==> src/rtl/hvsync_timing_gen.sv <==
// Free-running raster timing generator: pixel/line counters, sync pulses, display-active flag.
// Latency: sync/display decode is combinational from hpos/vpos (zero cycles). No backpressure; counters free-run.
module hvsync_timing_gen #(
  parameter int H_DISPLAY = 256,
  parameter int H_FRONT   = 7,
  parameter int H_SYNC    = 23,
  parameter int H_BACK    = 23,
  parameter int V_DISPLAY = 240,
  parameter int V_BOTTOM  = 14,
  parameter int V_SYNC    = 3,
  parameter int V_TOP     = 5,
  parameter bit HSYNC_POL = 1'b1,
  parameter bit VSYNC_POL = 1'b1
) (
  input  logic       clk,
  input  logic       reset,
  output logic       hsync,
  output logic       vsync,
  output logic       display_on,
  output logic [8:0] hpos,
  output logic [8:0] vpos
);

  localparam int H_MAX_I    = H_DISPLAY + H_FRONT + H_SYNC + H_BACK - 1;
  localparam int HS_START_I = H_DISPLAY + H_FRONT;
  localparam int HS_END_I   = HS_START_I + H_SYNC - 1;
  localparam int V_MAX_I    = V_DISPLAY + V_BOTTOM + V_SYNC + V_TOP - 1;
  localparam int VS_START_I = V_DISPLAY + V_BOTTOM;
  localparam int VS_END_I   = VS_START_I + V_SYNC - 1;

  // Counters are 9 bits wide, so any timing whose extent exceeds 511 cannot be represented.
  if (H_MAX_I > 511 || V_MAX_I > 511) begin : g_bad_timing
    $error("hvsync_timing_gen: H_MAX (%0d) and V_MAX (%0d) must be at most 511", H_MAX_I, V_MAX_I);
  end

  localparam logic [8:0] H_MAX    = 9'(H_MAX_I);
  localparam logic [8:0] HS_START = 9'(HS_START_I);
  localparam logic [8:0] HS_END   = 9'(HS_END_I);
  localparam logic [8:0] H_DISP   = 9'(H_DISPLAY);
  localparam logic [8:0] V_MAX    = 9'(V_MAX_I);
  localparam logic [8:0] VS_START = 9'(VS_START_I);
  localparam logic [8:0] VS_END   = 9'(VS_END_I);
  localparam logic [8:0] V_DISP   = 9'(V_DISPLAY);

  logic h_end;
  logic v_end;
  logic hs_act;
  logic vs_act;

  assign h_end = (hpos == H_MAX);
  assign v_end = (vpos == V_MAX);

  always_ff @(posedge clk) begin
    if (reset) begin
      hpos <= '0;
      vpos <= '0;
    end else begin
      hpos <= h_end ? '0 : hpos + 9'd1;
      // The line counter only moves on the last pixel of a line.
      if (h_end) begin
        vpos <= v_end ? '0 : vpos + 9'd1;
      end
    end
  end

  always_comb begin
    hs_act     = (hpos >= HS_START) && (hpos <= HS_END);
    vs_act     = (vpos >= VS_START) && (vpos <= VS_END);
    hsync      = HSYNC_POL ? hs_act : ~hs_act;
    vsync      = VSYNC_POL ? vs_act : ~vs_act;
    display_on = (hpos < H_DISP) && (vpos < V_DISP);
  end

endmodule

==> config.mk <==
export PLATFORM = sky130hd
export DESIGN_NAME = hvsync_timing_gen
export DESIGN_NICKNAME = d
export VERILOG_FILES = /design/src/rtl/hvsync_timing_gen.sv
export SDC_FILE = /design/constraint.sdc
export NUM_CORES = 1
export LEC_CHECK = 0
export ABC_AREA = 1
export CORE_UTILIZATION = 42
export CTS_CLUSTER_DIAMETER = 100
export CTS_CLUSTER_SIZE = 10
export DETAILED_ROUTE_END_ITERATION = 8
export PLACE_DENSITY = 0.64
export SLEW_MARGIN = 20
export SYNTH_ARGS = -nofsm -noshare
export SYNTH_HDL_FRONTEND = slang
export SYNTH_SLANG_ARGS = --single-unit
==> constraint.sdc <==
create_clock -name clk -period 3.1 [get_ports clk]
set_clock_uncertainty 0.2 [all_clocks]
set_input_delay 0.93 -clock clk [delete_from_list [all_inputs] [get_ports clk]]
set_output_delay 0.93 -clock clk [all_outputs]
set_load 0.05 [all_outputs]
-- Word-level counts from Yosys, hierarchy flattened
Cells that the tools add are included.
- bits in registers: 18
- input bits: 2
- add/subtract/negate cells: 2
- magnitude comparators: 6
- equality and inequality tests: 2
- multiplexer cells: 1
- reduce and logical (&&, ||, !) cells: 4
- operator list (cell ; count):
    $add 9x1->9 const B ; 2
    $eq 9x9->1 const B ; 2
    $le 9x9->1 const B ; 2
    $ge 9x8->1 const B ; 1
    $ge 9x9->1 const B ; 1
    $lt 9x8->1 const B ; 1
    $lt 9x9->1 const B ; 1
    $mux 9 ; 1
    $logic_and 1x1->1 ; 3
    $reduce_or 2->1 ; 1

-- Depth between registers and ports, before layout
Gate-level depths: netlist (run 1).
- depth after elaboration: 2
- gate-level depth with buffers: 10

-- Worst setup path after synthesis (run 1)
No wires, ideal clock.
- path type: reg-to-output
- from: register hpos[0]
- to: output port hsync
- arrival: 1839 ps
- required time: 1970 ps
- setup slack: 131 ps
- cell stages (with the launch flop): 6
- buffers on the path: 0
- cells stage by stage: dfxtp_1 > ha_1 > nand2_1 > inv_1 > nor3_1 > nor2_1
- cells in the longest elaborated chain, start to end: 2
- elaborated cells between the ends (all ways): 3
- classes of those cells: 2 x order compare; 1 x reduce/logical
- ends and longest elaborated chain (item ; line ; source):
    start, declared ; 20 ; output logic [8:0] hpos,
    start signal, assigned ; 58 ; hpos <= h_end ? '0 : hpos + 9'd1;
    $ge 9x9->1 / $le 9x9->1 (equally long branches) ; 67 ; hs_act = (hpos >= HS_START) && (hpos <= HS_END);
    $logic_and 1x1->1 (*) ; 67 ;
    end, declared ; 17 ; output logic hsync,
Mark *: on every way between the ends. The rest lies on a longest branch, timed or not.

-- Worst setup path after layout (run 1)
- from: register vpos[5]
- to: output port display_on
- cells in the longest elaborated chain, start to end: 2
- ends and longest elaborated chain (item ; line ; source):
    start, declared ; 21 ; output logic [8:0] vpos
    start signal, assigned ; 61 ; vpos <= v_end ? '0 : vpos + 9'd1;
    $lt 9x8->1 ; 71 ; display_on = (hpos < H_DISP) && (vpos < V_DISP);
    $logic_and 1x1->1 ; 71 ;
    end, declared ; 19 ; output logic display_on,
Every way passes these cells.

==> impl_metrics.json, run 1 <==
{
  "synth_fp_nets": 186,
  "fin_util": 0.561,
  "setup_ws_ns": 0.134,
  "met2_usage": 0.383,
  "cts_sinks": 18,
  "fp.dieW_um": 53.8,
  "ir_worst_vdd_mv": 0.207,
  "fp.dieH_um": 53.8,
  "drive_above_1_share": 0.0739,
  "io_pins": 23,
  "regToRegEndpoint": "vpos[7]",
  "r2r_cells": 9,
  "fin_crit_ns": 2.97,
  "worstSetupPathType": "flip-flop to output pin",
  "synth_edf_count": 0,
  "cts-buffers-inserted": 3,
  "dp.cells": 229,
  "crit_path_max_fanout": 6,
  "port_buffers": 22,
  "endpoint": "display_on",
  "yosysWarnings": 0,
  "holdBufCountCts": 0,
  "synth_cells": 178,
  "syn_to_final_growth_pct": 24.7,
  "yosysSeqAreaShare": 0.320,
  "drv_slew": 0,
  "status": "complete, no violations",
  "hold_viol_final": 0,
  "cts_tree": "built",
  "setup_viol": 0,
  "async_reset_ff_frac": 0,
  "endpoint_kind": "output pin",
  "routed_wl_um": 2730,
  "dp_hpwl_um": 2070,
  "layout.cells.non_filler": 233,
  "met1_usage": 0.230,
  "cellLeakagePower_nw": 0.646,
  "grt_usage": 0.206,
  "synthTopCellsByArea": "dfxtp_1 (32%), nand2_1 (14%), nor2_1 (10%)",
  "fmax_mhz": 337,
  "max_slew_margin": 0.665,
  "grt_max_degree": 13,
  "die_area_mm2": 0.00289,
  "antenna_cells": 0,
  "grt_antenna_before_repair": 0,
  "drc_errors": 0,
  "synthTopCellsByCount": "nand2_1 (43), nor2_1 (30), inv_1 (29)",
  "synth.largest_area_cell": "dfxtp_1",
  "cts_resized": 0,
  "critPathLaunch": "vpos[5]",
  "routedWlPerCell_um": 11.7,
  "core_mm2": 0.00250,
  "grt_use_met3": 0.0254,
  "timing.final.crit_share": 0.957,
  "cts_setup_buffers": 0,
  "grt.busiest_layer": "met2",
  "clk_latency_ns": 0.31,
  "fin_nets": 212,
  "cts_root_buf": "clkbuf_4",
  "fillers": 269,
  "gp_congestion": 0.799,
  "synth_cell_types": 21,
  "cp-start-kind": "flip-flop",
  "cts_htree_levels": 1,
  "overflow": 0,
  "worstPathArrival_ns": 1.84,
  "synthFlopType": "dfxtp_1",
  "synth_top_cell_area_share": 0.320,
  "power.density_mw_per_mm2": 306,
  "grt_pass1_vias": 1024,
  "synth_area_per_cell_um2": 6.32,
  "required_ns": 1.97,
  "min_path_type": "flip-flop to flip-flop",
  "clockBufferDepth": 2,
  "dp_slack_ns": 0.480,
  "dr.pass1.iters": 4,
  "ant_nets": 0,
  "power_mw": 0.430,
  "rows": 18,
  "maxCapViolCount": 0,
  "grt_pass1_wl_um": 4250,
  "yosys_register_bits": 18,
  "worstMarginPinSlew_ns": 0.500,
  "drt_iter0_markers": 28,
  "yosysMostFrequentCell": "nand2_1",
  "clk_pin_slew_ns": 0.11,
  "r2r_slack_ns": 1.39,
  "setup_tns_ns": 0,
  "drt-vias-per-instance": 5.00,
  "rr_startpoint": "hpos[0]",
  "netlist_area_mm2": 0.00112,
  "start_util": 0.450,
  "rsz0062_at_grt": "no",
  "num_vias": 1164
}
cells in the final DEF (no fill, tap or decap), drive strengths merged, types with 3 or more instances in the layout:
cell type and count:
nand2 48, nor2 32, dfxtp 18, ha 6, inv 30, clkbuf 4, nand3 19, a21oi 7
o21ai 4, nor3 5, nand4 3, clkdlybuf4s50 20
state kept, by name (all words and copies together), names as in the netlist:
name,cells
vpos,9
hpos,9
critical path: stages, from the launching register on:
cell and delay (ns):
dfxtp_1 0.37, nand2_1 0.13, nor2_1 0.06, nor3_1 0.14
clkdlybuf4s50_1 0.83
how the worst min path moves through the flow:
stage	startpoint	endpoint	slack [ns]	depth (start not counted)
after global routing	hpos[7]	hpos[7]	0.34	2
after detailed placement	hpos[0]	hpos[0]	0.29	1
after CTS	hpos[0]	hpos[0]	0.32	1
after global placement	hpos[0]	hpos[0]	0.28	1
final	hpos[0]	hpos[0]	0.32	1
after floorplan	hpos[0]	hpos[0]	0.48	1
power by group:
group | internal, mW | leakage, nW | switching [mW]
Combinational | 0.0129 | 0.479 | 0.0271
Sequential | 0.234 | 0.146 | 0.00435
Clock | 0.0717 | 0.0210 | 0.0791
kinds of logic after synthesis:
kind of cell    share of synthesized area
compound gates                     0.0590
fa+ha+maj                          0.0667
xor+xnor                           0.0156
buf+inv                             0.110
flops                               0.320
simple gates                        0.428
per-stage QoR:
stage / hold WS [ns] / instance area, µm²
2_1_floorplan: 0.479 / 1120
3_3_place_gp: 0.284 / 1370
3_5_place_dp: 0.290 / 1370
6_report: 0.317 / 1400
4_1_cts: 0.321 / 1400
5_1_grt: 0.339 / 1400
layer usage:
metal | up-vias | wire length (µm)
li1 | 603 | -
met1 | 535 | 1250
met2 | 26 | 1380
met3 | 0 | 94
met4 | 0 | 0
met5 | - | 0
area by class of cell:
cell class,count,area (µm²),share of cell area
Sequential cell,18,360,0.257
Timing Repair Buffer,22,215,0.153
Multi-Input combinational cell,129,641,0.457
Clock buffer,4,36.3,0.0259
Tap cell,30,37.5,0.0268
Inverter,30,113,0.0803
(Power assumes the default switching activity.)
==> run 2, diff against run 1 <==
--- a/config.mk
+++ b/config.mk
@@ -10,6 +10,7 @@
 export CTS_CLUSTER_DIAMETER = 100
 export CTS_CLUSTER_SIZE = 10
 export DETAILED_ROUTE_END_ITERATION = 8
+export MAX_ROUTING_LAYER = met4
 export PLACE_DENSITY = 0.64
 export SLEW_MARGIN = 20
 export SYNTH_ARGS = -nofsm -noshare
==> run 2 against run 1 <==
Clock power hardly changed. Largest power group unchanged. Sequential power hardly changed. Via count is 1.1% higher. Critical path type unchanged.
==> impl_metrics.json, run 2 (synthesis results as in run 1) <==
{
  "io_pins": 23,
  "layout_commonest_cell": "nand2_1",
  "die_area_mm2": 0.00289,
  "num_vias": 1177,
  "crit_path_max_fanout": 6,
  "grt_pass1_vias": 1023,
  "grt_max_degree": 13,
  "rsz0062_at_grt": "no",
  "worstSetupPathType": "flip-flop to output pin",
  "clockBufferDepth": 2,
  "maxCapViolCount": 0,
  "rows": 18,
  "mostFrequentLayoutCells": "nand2_1 (43), nor2_1 (30), inv_1 (29)",
  "drv_slew": 0,
  "fp.dieH_um": 53.8,
  "setup_viol": 0,
  "cts_root_buf": "clkbuf_4",
  "cts_resized": 0,
  "worstPathArrival_ns": 1.84,
  "start_util": 0.450,
  "cts-buffers-inserted": 3,
  "hold_ws_ns": 0.315,
  "endpoint_kind": "output pin",
  "syn_to_final_growth_pct": 24.7,
  "antenna_cells": 0,
  "drt_iter0_markers": 25,
  "status": "complete, no violations",
  "dr.pass1.iters": 4,
  "grt_antenna_before_repair": 0,
  "required_ns": 1.97,
  "timing.final.crit_share": 0.957,
  "hold_viol_final": 0,
  "ir_worst_vdd_mv": 0.207,
  "cts_setup_buffers": 0,
  "clk_latency_ns": 0.30,
  "clk_pin_slew_ns": 0.11,
  "max_slew_margin": 0.666,
  "fin_crit_ns": 2.97,
  "overflow": 0,
  "drc_errors": 0,
  "routedWlPerCell_um": 11.6,
  "fp.dieW_um": 53.8,
  "cts_htree_levels": 1,
  "routed_wl_um": 2700,
  "dp_hpwl_um": 2070,
  "setup_tns_ns": 0,
  "grt_usage": 0.212,
  "cts_sinks": 18,
  "port_buffers": 22,
  "worstMarginPinSlew_ns": 0.500,
  "dp_slack_ns": 0.480,
  "grt_pass1_wl_um": 4260,
  "stdcell_area_mm2": 0.00140,
  "core_mm2": 0.00250,
  "drive_above_1_share": 0.0739,
  "min_path_type": "flip-flop to flip-flop",
  "cellLeakagePower_nw": 0.646,
  "cts_tree": "built",
  "post_dp_cell_area_mm2": 0.00137,
  "fmax_mhz": 337,
  "power_mw": 0.429,
  "fin_nets": 212,
  "setup_ws_ns": 0.133,
  "power.density_mw_per_mm2": 306,
  "gp_congestion": 0.810,
  "holdBufCountCts": 0,
  "ant_nets": 0,
  "cp-start-kind": "flip-flop",
  "drt-vias-per-instance": 5.05,
  "top_regs": "hpos (9), vpos (9)"
}
## run 2: path summary, 6_finish.rpt
| path | depth (start not counted) | from | slack (ns) | to |
|---|---|---|---|---|
| worst min register to register | 1 | hpos[0] | 0.31 | hpos[0] |
| worst max register to register | 9 | hpos[0] | 1.39 | vpos[7] |
| worst min-delay path | 1 | hpos[0] | 0.31 | hpos[0] |
| worst max-delay path | 4 | vpos[5] | 0.13 | display_on |
## run 2: critical path, stage by stage (launching register included)
cell             delay [ns]
dfxtp_1                0.37
nand2_1                0.13
nor2_1                 0.06
nor3_1                 0.14
clkdlybuf4s50_1        0.83
## run 2: cell type report
type,count,area [µm²]
clock buffers,4,36.3
fillers,269,1100
inverters,30,113
multi-input cells,129,641
flip-flops and latches,18,360
well taps,30,37.5
repair buffers,22,215
## run 2: metrics by stage
step | util | instances
after floorplan | - | 178
after global placement | 0.547 | 229
after detailed placement | 0.547 | 229
after CTS | 0.561 | 233
after global routing | 0.561 | 233
final | 0.561 | 233
## run 2: power breakdown
group	switching [mW]	internal, mW	total (mW)	leakage (nW)
registers	0.00420	0.234	0.239	0.146
logic	0.0271	0.0129	0.0400	0.479
clock network	0.0787	0.0717	0.150	0.0210
## run 2: metal layers
metal	vias up	track usage	routed length [µm]
met4	0	0.0921	21
met3	4	0.0254	88
li1	603	-	-
met5	-	-	0
met1	532	0.230	1260
met2	38	0.383	1330
==> run 3, diff against run 2 <==
--- a/config.mk
+++ b/config.mk
@@ -6,12 +6,14 @@
 export NUM_CORES = 1
 export LEC_CHECK = 0
 export ABC_AREA = 1
+export CORE_ASPECT_RATIO = 1.75
 export CORE_UTILIZATION = 42
 export CTS_CLUSTER_DIAMETER = 100
 export CTS_CLUSTER_SIZE = 10
 export DETAILED_ROUTE_END_ITERATION = 8
 export MAX_ROUTING_LAYER = met4
 export PLACE_DENSITY = 0.64
+export RECOVER_POWER = 25
 export SLEW_MARGIN = 20
 export SYNTH_ARGS = -nofsm -noshare
 export SYNTH_HDL_FRONTEND = slang
==> run 3 against run 2 <==
Sequential power about the same. Global-route usage rose by 1.8 points. Worst hold slack got worse by 0.012 ns. Core utilization down 0.70 points. Combinational power shrank 3%. Die area up 0.29%. Worst setup slack better by 0.062 ns. Wire length increased by 4.7%. First-iteration DRC count up 20%. Fmax increased by 2.1%. Largest cell class unchanged.
==> impl_metrics.json, run 3 (synthesis results as in run 1) <==
{
  "status": "complete, no violations",
  "fin_crit_ns": 2.90,
  "setup_ws_ns": 0.195,
  "fin_nets": 212,
  "worstSetupPathType": "flip-flop to output pin",
  "maxCapViolCount": 0,
  "drt_iter0_markers": 30,
  "met1_usage": 0.210,
  "dp_slack_ns": 0.483,
  "max_slew_margin": 0.467,
  "ir_worst_vdd_mv": 0.239,
  "power_mw": 0.470,
  "cellLeakagePower_nw": 0.651,
  "clockBufferDepth": 2,
  "num_vias": 1170,
  "syn_to_final_growth_pct": 24.2,
  "top_regs": "hpos (9), vpos (9)",
  "mostFrequentLayoutCells": "nand2_1 (44), nor2_1 (31), inv_1 (29)",
  "core_mm2": 0.00252,
  "layout_commonest_cell": "nand2_1",
  "drive_above_1_share": 0.0591,
  "cts_setup_buffers": 0,
  "grt.busiest_layer": "met2",
  "grt_pass1_wl_um": 4600,
  "drv_slew": 0,
  "drc_errors": 0,
  "grt_antenna_before_repair": 0,
  "drt-vias-per-instance": 5.11,
  "endpoint_kind": "output pin",
  "met2_usage": 0.424,
  "cts_sinks": 18,
  "routedWlPerCell_um": 12.4,
  "worstMarginPinSlew_ns": 0.796,
  "routed_wl_um": 2830,
  "rows": 24,
  "overflow": 0,
  "min_path_type": "flip-flop to flip-flop",
  "crit_path_max_fanout": 6,
  "cp-start-kind": "flip-flop",
  "die_area_mm2": 0.00290,
  "antenna_cells": 0,
  "fp.dieH_um": 70.5,
  "cts-buffers-inserted": 3,
  "required_ns": 1.97,
  "stdcell_area_mm2": 0.00140,
  "worstPathArrival_ns": 1.77,
  "holdBufCountCts": 0,
  "setup_viol": 0,
  "gp_congestion": 0.813,
  "grt_pass1_vias": 1110,
  "io_pins": 23,
  "dr.pass1.iters": 4,
  "grt_max_degree": 13,
  "post_dp_cell_area_mm2": 0.00136,
  "cts_htree_levels": 1,
  "setup_tns_ns": 0,
  "hold_viol_final": 0,
  "cts_resized": 0,
  "fmax_mhz": 344,
  "power.density_mw_per_mm2": 336,
  "dp_hpwl_um": 2270,
  "cts_root_buf": "clkbuf_8",
  "port_buffers": 22,
  "cts_tree": "built",
  "timing.final.crit_share": 0.937,
  "start_util": 0.446,
  "rsz0062_at_grt": "no",
  "grt_usage": 0.230,
  "fp.dieW_um": 41.1,
  "grt_use_met3": 0.0254,
  "ant_nets": 0,
  "clk_latency_ns": 0.25,
  "clk_pin_slew_ns": 0.07
}
run 3: metrics by stage:
stage	hold slack, ns	util	std cells
floorplan	0.479	-	178
detailed placement	0.292	0.540	225
global placement	0.283	0.540	225
global route	0.328	0.554	229
CTS	0.312	0.562	229
finish	0.303	0.554	229
run 3: worst paths after layout:
kind,slack [ns],from,cells after the start,to
setup / recovery,0.20,vpos[5],4,display_on
hold / removal,0.30,hpos[0],1,hpos[0]
setup reg to reg,1.03,hpos[0],9,vpos[5]
hold reg to reg,0.30,hpos[0],1,hpos[0]
run 3: layer usage:
| metal | routed length, µm | up-vias | share of wire |
|---|---|---|---|
| li1 | - | 604 | - |
| met1 | 1070 | 535 | 0.38 |
| met2 | 1620 | 27 | 0.57 |
| met3 | 91 | 4 | 0.032 |
| met4 | 56 | 0 | 0.020 |
| met5 | 0 | - | 0 |
run 3: layout make-up:
cell class	count	area, µm²
Inverter	30	113
Sequential cell	18	360
Clock buffer	4	55.1
Timing Repair Buffer	22	215
Fill cell	269	1120
Multi-Input combinational cell	129	622
Tap cell	26	32.5
run 3: worst max-delay path, stage by stage (launching register included):
cell and delay, ns:
dfxtp_1 0.36, nand2_1 0.12, nor2_1 0.06, nor3_1 0.15, clkdlybuf4s50_1 0.83
run 3: where the power goes:
group	switching (mW)	total (mW)	leakage [nW]	internal (mW)
registers	0.00430	0.239	0.146	0.234
logic	0.0265	0.0388	0.477	0.0122
clock network	0.0796	0.192	0.0288	0.113
total	0.110	0.470	0.651	0.359
